`config.mk`:
```
export PLATFORM = sky130hd
export DESIGN_NAME = counter_sched_flat
export DESIGN_NICKNAME = d
export VERILOG_FILES = /design/src/rtl/counter_sched_if.sv /design/src/rtl/counter_sched.sv /design/src/flat_wrapper.sv
export SDC_FILE = /design/constraint.sdc
export NUM_CORES = 1
export LEC_CHECK = 0
export ABC_AREA = 1
export CAP_MARGIN = 30
export CORE_ASPECT_RATIO = 1.75
export CORE_UTILIZATION = 47
export DETAILED_ROUTE_END_ITERATION = 8
export MAX_ROUTING_LAYER = met4
export PLACE_DENSITY = 0.68
export SLEW_MARGIN = 20
export SYNTH_ARGS = -nofsm -noshare
export SYNTH_HDL_FRONTEND = slang
export SYNTH_SLANG_ARGS = --single-unit
export TNS_END_PERCENT = 5
```
`constraint.sdc`:
```
create_clock -name clk -period 2.3 [get_ports clk]
set_input_delay 0.345 -clock clk [delete_from_list [all_inputs] [get_ports clk]]
set_output_delay 0.345 -clock clk [all_outputs]
set_load 0.01 [all_outputs]
```
`src/rtl/counter_sched_if.sv`:
```
// Command channel for counter_sched: valid/ready handshake carrying op and
// the per-START configuration fields.
interface counter_sched_if #(
  parameter int WIDTH      = 16,
  parameter int PRESCALE_W = 8
) ();

  logic                  cmd_valid;
  logic                  cmd_ready;
  logic [1:0]            cmd_op;
  logic [WIDTH-1:0]      cmd_period;
  logic [PRESCALE_W-1:0] cmd_prescale;
  logic                  cmd_periodic;

  modport master (
    output cmd_valid,
    output cmd_op,
    output cmd_period,
    output cmd_prescale,
    output cmd_periodic,
    input  cmd_ready
  );

  modport slave (
    input  cmd_valid,
    input  cmd_op,
    input  cmd_period,
    input  cmd_prescale,
    input  cmd_periodic,
    output cmd_ready
  );

endinterface

```
`src/rtl/counter_sched.sv`:
```
// Command-driven sequencer for a prescaled WIDTH-bit up-counter with
// periodic or one-shot terminal-count tick.
//
// state | meaning
// ------+----------------------------------------------------------
// IDLE  | stopped, value=0, waiting for START
// LOAD  | one cycle: clear value and prescaler, commands not accepted
// RUN   | counting; value advances every prescale+1 cycles
// PAUSE | value and prescaler frozen until RESUME or STOP
// DONE  | one-shot finished, value held at period-1
module counter_sched #(
  parameter int WIDTH      = 16,
  parameter int PRESCALE_W = 8
) (
  input  logic             clk,
  input  logic             reset,
  counter_sched_if.slave   cmd,
  output logic [WIDTH-1:0] value,
  output logic             tick,
  output logic             busy,
  output logic             err
);

  localparam logic [2:0] ST_IDLE  = 3'd0;
  localparam logic [2:0] ST_LOAD  = 3'd1;
  localparam logic [2:0] ST_RUN   = 3'd2;
  localparam logic [2:0] ST_PAUSE = 3'd3;
  localparam logic [2:0] ST_DONE  = 3'd4;

  localparam logic [1:0] OP_START  = 2'b00;
  localparam logic [1:0] OP_STOP   = 2'b01;
  localparam logic [1:0] OP_PAUSE  = 2'b10;
  localparam logic [1:0] OP_RESUME = 2'b11;

  logic [2:0]            state;
  logic [2:0]            state_nxt;
  logic [WIDTH-1:0]      period_q;
  logic [PRESCALE_W-1:0] prescale_q;
  logic                  periodic_q;
  logic [PRESCALE_W-1:0] psc_cnt;

  logic accept;
  logic is_start;
  logic is_stop;
  logic is_pause;
  logic is_resume;
  logic start_ok;
  logic stop_ok;
  logic pause_ok;
  logic resume_ok;
  logic cmd_err;
  logic count_en;
  logic psc_hit;
  logic terminal;
  logic adv;

  assign cmd.cmd_ready = (state != ST_LOAD);
  assign busy = (state == ST_LOAD) || (state == ST_RUN) || (state == ST_PAUSE);

  // command decode
  assign accept    = cmd.cmd_valid && cmd.cmd_ready;
  assign is_start  = accept && (cmd.cmd_op == OP_START);
  assign is_stop   = accept && (cmd.cmd_op == OP_STOP);
  assign is_pause  = accept && (cmd.cmd_op == OP_PAUSE);
  assign is_resume = accept && (cmd.cmd_op == OP_RESUME);

  assign start_ok  = is_start && ((state == ST_IDLE) || (state == ST_DONE))
                     && (cmd.cmd_period != '0);
  assign stop_ok   = is_stop && ((state == ST_RUN) || (state == ST_PAUSE)
                     || (state == ST_DONE));
  assign pause_ok  = is_pause && (state == ST_RUN);
  assign resume_ok = is_resume && (state == ST_PAUSE);

  // STOP in IDLE is a silent no-op, so it never reports an error
  assign cmd_err = (is_start && !start_ok) || (is_pause && !pause_ok)
                   || (is_resume && !resume_ok);

  // STOP and PAUSE win over the advance due in the same cycle
  assign count_en = (state == ST_RUN) && !stop_ok && !pause_ok;
  assign psc_hit  = (psc_cnt == prescale_q);
  assign terminal = (value == (period_q - WIDTH'(1)));
  assign adv      = count_en && psc_hit;

  always_comb begin
    state_nxt = state;
    case (state)
      ST_IDLE: begin
        if (start_ok) state_nxt = ST_LOAD;
      end
      ST_LOAD: begin
        state_nxt = ST_RUN;
      end
      ST_RUN: begin
        if (stop_ok)                               state_nxt = ST_IDLE;
        else if (pause_ok)                         state_nxt = ST_PAUSE;
        else if (adv && terminal && !periodic_q)   state_nxt = ST_DONE;
      end
      ST_PAUSE: begin
        if (stop_ok)        state_nxt = ST_IDLE;
        else if (resume_ok) state_nxt = ST_RUN;
      end
      ST_DONE: begin
        if (stop_ok)       state_nxt = ST_IDLE;
        else if (start_ok) state_nxt = ST_LOAD;
      end
      default: begin
        state_nxt = ST_IDLE;
      end
    endcase
  end

  always_ff @(posedge clk) begin
    if (!reset) begin
      state <= ST_IDLE;
    end else begin
      state <= state_nxt;
    end
  end

  always_ff @(posedge clk) begin
    if (!reset) begin
      period_q   <= '0;
      prescale_q <= '0;
      periodic_q <= 1'b0;
    end else if (start_ok) begin
      period_q   <= cmd.cmd_period;
      prescale_q <= cmd.cmd_prescale;
      periodic_q <= cmd.cmd_periodic;
    end
  end

  // value never exceeds period-1; one-shot terminal simply holds it
  always_ff @(posedge clk) begin
    if (!reset) begin
      value   <= '0;
      psc_cnt <= '0;
    end else if ((state == ST_LOAD) || stop_ok) begin
      value   <= '0;
      psc_cnt <= '0;
    end else if (count_en) begin
      if (psc_hit) begin
        psc_cnt <= '0;
        if (!terminal) begin
          value <= value + WIDTH'(1);
        end else if (periodic_q) begin
          value <= '0;
        end
      end else begin
        psc_cnt <= psc_cnt + PRESCALE_W'(1);
      end
    end
  end

  always_ff @(posedge clk) begin
    if (!reset) begin
      tick <= 1'b0;
      err  <= 1'b0;
    end else begin
      tick <= adv && terminal;
      err  <= cmd_err;
    end
  end

endmodule

```
`src/flat_wrapper.sv`:
```
// flat-port wrapper written by rule: the top's interface ports become plain ports
module counter_sched_flat 
#(
  parameter int WIDTH      = 16,
  parameter int PRESCALE_W = 8
)
  (clk, reset, value, tick, busy, err, cmd_cmd_valid, cmd_cmd_op, cmd_cmd_period, cmd_cmd_prescale, cmd_cmd_periodic, cmd_cmd_ready);
  counter_sched_if #(.WIDTH(WIDTH), .PRESCALE_W(PRESCALE_W)) cmd_i ();
  input  logic clk;
  input  logic reset;
  output logic [WIDTH-1:0] value;
  output logic tick;
  output logic busy;
  output logic err;
  input wire logic [$bits(cmd_i.cmd_valid)-1:0] cmd_cmd_valid;
  input wire logic [$bits(cmd_i.cmd_op)-1:0] cmd_cmd_op;
  input wire logic [$bits(cmd_i.cmd_period)-1:0] cmd_cmd_period;
  input wire logic [$bits(cmd_i.cmd_prescale)-1:0] cmd_cmd_prescale;
  input wire logic [$bits(cmd_i.cmd_periodic)-1:0] cmd_cmd_periodic;
  output wire logic [$bits(cmd_i.cmd_ready)-1:0] cmd_cmd_ready;
  assign cmd_i.cmd_valid = cmd_cmd_valid;
  assign cmd_i.cmd_op = cmd_cmd_op;
  assign cmd_i.cmd_period = cmd_cmd_period;
  assign cmd_i.cmd_prescale = cmd_cmd_prescale;
  assign cmd_i.cmd_periodic = cmd_cmd_periodic;
  assign cmd_cmd_ready = cmd_i.cmd_ready;
  counter_sched #(.WIDTH(WIDTH), .PRESCALE_W(PRESCALE_W)) u_core (.clk(clk), .reset(reset), .cmd(cmd_i), .value(value), .tick(tick), .busy(busy), .err(err));
endmodule
```
==> results.md <==
* Status: finished clean
* Worst setup path end: u_core.state[1]
* Largest family of logic cells by synthesized area: simple AND/OR/NAND/NOR gates
* Post-Synthesis Cells at between 500 and 600
* Pin count of the biggest net entering global routing at 28
* Final setup viols at 0
* Number of remaining DRC errors at 0
* Synth cell types at 35
* Initial drt markers at 211
* Critical Path Sink Type: register
* Critical Path Start Type: register
* Cell Rows at a little over 40
* MaxCap Viol Count at 0
* Post-synthesis compound-gate area fraction at roughly 9.0%
* Slew at the pin closest to its max-slew limit at about 0.48 ns
* Logic pwr share at 24.7%
* Global-route wire length before repair at 16700 um
* CTS Sinks at 54
* Async SR Flop Fraction at 0%
* Leakage at between 1.5 and 2 nW
* Synth area leader: dfxtp_1
* Initial antenna violation count at 0
* Critical R2R Launch: u_core.period_q[0]
* Worst Path Arrival at between 2 and 2.5 ns
* Yosys warns at 0
* PortBufs at 49
* Clock root cell: clkbuf_16
* Critical path's largest stage delay at roughly 0.34 ns
* Post-synthesis xor/xnor area fraction at around 5.5%
* Sw Ratio at between 30% and 40%
* Post-synthesis simple-gate area fraction at 44.7%
* Post-Syn Area at ~3500 um^2
* Via density at 5.30
* Hold Crit Class: register to register
* Clock power frac at between 30% and 40%
* Die X at around 67 um
* Area delta synth->final at 26.5%
* Final #Nets at around 650
* Setup TNS at 0 ns
* Period utilization at roughly 91%
* Top post-synthesis cells by area: dfxtp_1, nand2_1, nor2_1
* CP Cell Sequence: inv_2, ha_4, nand2_1, nor2_4, nand2_1, nand3_1, nand3_1, nor3_4, nand4_1, nand2_1, nand3_1, nand2_1, inv_1
* Cell Int Power at 1.61 mW
* Final clock skew at 0.00849 ns
* All-layer global routing usage at between 30 and 40%
* Fin crit period at ~2.1 ns
* Slew HR at 67.7%
* Num CTS Buffers at 5
* Most frequent cell after synthesis: nand2_1
* Fin. Hold Viols at 0
* Detailed Routing Iterations Pass 1 at 4
* H-tree Lvls at 2
* Grt ovf at 0
* Critical-path top delay cell: dfxtp_1
* Final Hold Slack at between 0.5 and 0.6 ns
* Total core area at between 7000 and 8000 um^2
* I/O pin count at 50
* R2r endpoint: u_core.state[1]
* Die area at 7760 um^2
* Worst vdd ir at approximately 470 uV
* Synth top cells by count: nand2_1, nor2_1, inv_1
* Sequential group share of total power at about two fifths
* Post-Synth Adder-Cell Area at between 1 and 1.5%
* PD cells at approximately 540 nW/um^2
* Post-synth EDFFs at 0
* Clk slew on worst S/H paths at about 0.08 ns
* DR WL/cell at 14.6 um
* Share of cells above drive strength 1 at between 10 and 15%
* Syn Nets at between 500 and 600
* Fillers at just over 700
* Launch point of the worst path: u_core.period_q[0]
* Most used DFF post-synth: dfxtp_1
* WS Path Type: register to register
* Mux cell area share after synthesis at 0%
* Final core occ at 61.3%
* Vias in the first global route at between 3000 and 4000
* CP most frequent cell: nand2_1
* FF+latch count, synth at 54
* Worst r2r path cells at 13
* R2R Setup Slk at a little over 0.2 ns
* Max Root-Sink Buffers at 2
* N_diodes at 0
* Detail Placement HPWL at 8270 um
* Worst Path Max Fanout at 6
* Final ANT Viol Nets at 0
* Slew Limit Fails at 0
* Switching power at around 0.79 mW
* Syn Area/Cell at 6.30 um^2
* Post-synth top area share at between 30% and 40%
* RD Place Congestion at roughly 0.95
* Final worst slack at between 0.2 and 0.25 ns
* RSZ-0062 raised after global routing: false
* CTS tree: done
* Via count at ~3700
* Placement Setup Slack at 0.00950 ns
* Starting Density at 48.4%
* Max Freq at approximately 0.48 GHz
* Die height at between 100 and 150 um
* Sequential share of the synthesized area at ~31%
* Routed WL at roughly 10000 um
* Clk Latency, worst-skew pair at 0.30 ns
* Worst path required time at between 2 and 3 ns
==> repair_timing <==
item | 4_1_cts | 5_1_grt
setup buffers | 0 | 1
hold buffers | 0 | 0
gates resized for setup | 0 | 12
endpoints found under the setup margin | 0 | 19
==> critical path, delay by kind of cell (launching register included) <==
family,cells,cell delay (ns)
adders and majority gates,1,0.15
buffers and inverters,2,0.14
DFF,1,0.34
and+or+nand+nor,10,1.38
==> power by group through the flow <==
stage,Clock (mW),Combinational [mW],Sequential [mW]
finish,0.801,0.593,1.00
CTS,0.826,0.576,1.00
global route,0.855,0.672,1.01
detailed placement,0,0.573,1.02
floorplan,0,0.403,1.01
global placement,0,0.563,1.02
==> stage by stage <==
step | cells | area [um^2] | power [mW]
2_1_floorplan | 552 | 3480 | 1.42
3_3_place_gp | 696 | 4190 | 1.59
3_5_place_dp | 696 | 4190 | 1.60
4_1_cts | 704 | 4350 | 2.40
5_1_grt | 705 | 4400 | 2.53
6_report | 705 | 4400 | 2.40
==> routing by layer <==
metal | wire [um] | track usage (%)
met1 | 3700 | 27.1
met2 | 5710 | 54.2
met3 | 303 | 5.02
met4 | 612 | 22.0
met5 | 0 | -
==> placed cells by master, fill, tap and decap left out, types with 3 or more instances in the layout <==
cell type        Yosys  routed
nor2_2               7       8
clkbuf_16            0       5
nor2_4               3       4
dfxtp_1             54      54
clkdlybuf4s50_1      0      49
nand2_2              9       9
o21ai_0             30      30
xor2_1              12      12
nand2_1            124     124
nor2_1              96      94
xnor2_1             10      10
nand3b_1             3       3
inv_2                2       5
nor4_1               9       9
a21oi_1             26      25
buf_4                0      19
inv_1               66      63
nand4_1             15      15
nor3_1              12      12
nand3_1             39      39
==> worst min-delay path by stage <==
stage	startpoint	endpoint	depth (start not counted)
4_1_cts	u_core.period_q[1]	u_core.period_q[1]	2
5_1_grt	u_core.psc_cnt[3]	u_core.psc_cnt[3]	2
3_5_place_dp	u_core.period_q[1]	u_core.period_q[1]	2
3_3_place_gp	u_core.period_q[1]	u_core.period_q[1]	2
2_1_floorplan	u_core.period_q[1]	u_core.period_q[1]	2
6_report	u_core.psc_cnt[3]	u_core.psc_cnt[3]	2
==> layout make-up <==
type,instances,area (um^2),share of cell area [%]
clock buffer,5,125,2.84
inverter,69,259,5.89
tap,86,108,2.45
multi-input combinational,419,2140,48.7
sequential,54,1080,24.6
clock inverter,3,28.8,0.654
timing repair buffer,69,653,14.8
==> registers in the layout, summed over array words and instances (netlist names) <==
name and cells:
u_core.periodic_q 1, u_core.period_q 16, u_core.state 3, u_core.prescale_q 8, u_core.psc_cnt 8, u_core.tick 1
u_core.err 1, u_core.value 16
==> cells by family after synthesis <==
kind of cell,after synthesis
compound gates,61
xor+xnor,22
fa+ha+maj,3
buf+inv,79
flops,54
simple gates,333
(Power assumes the default switching activity.)
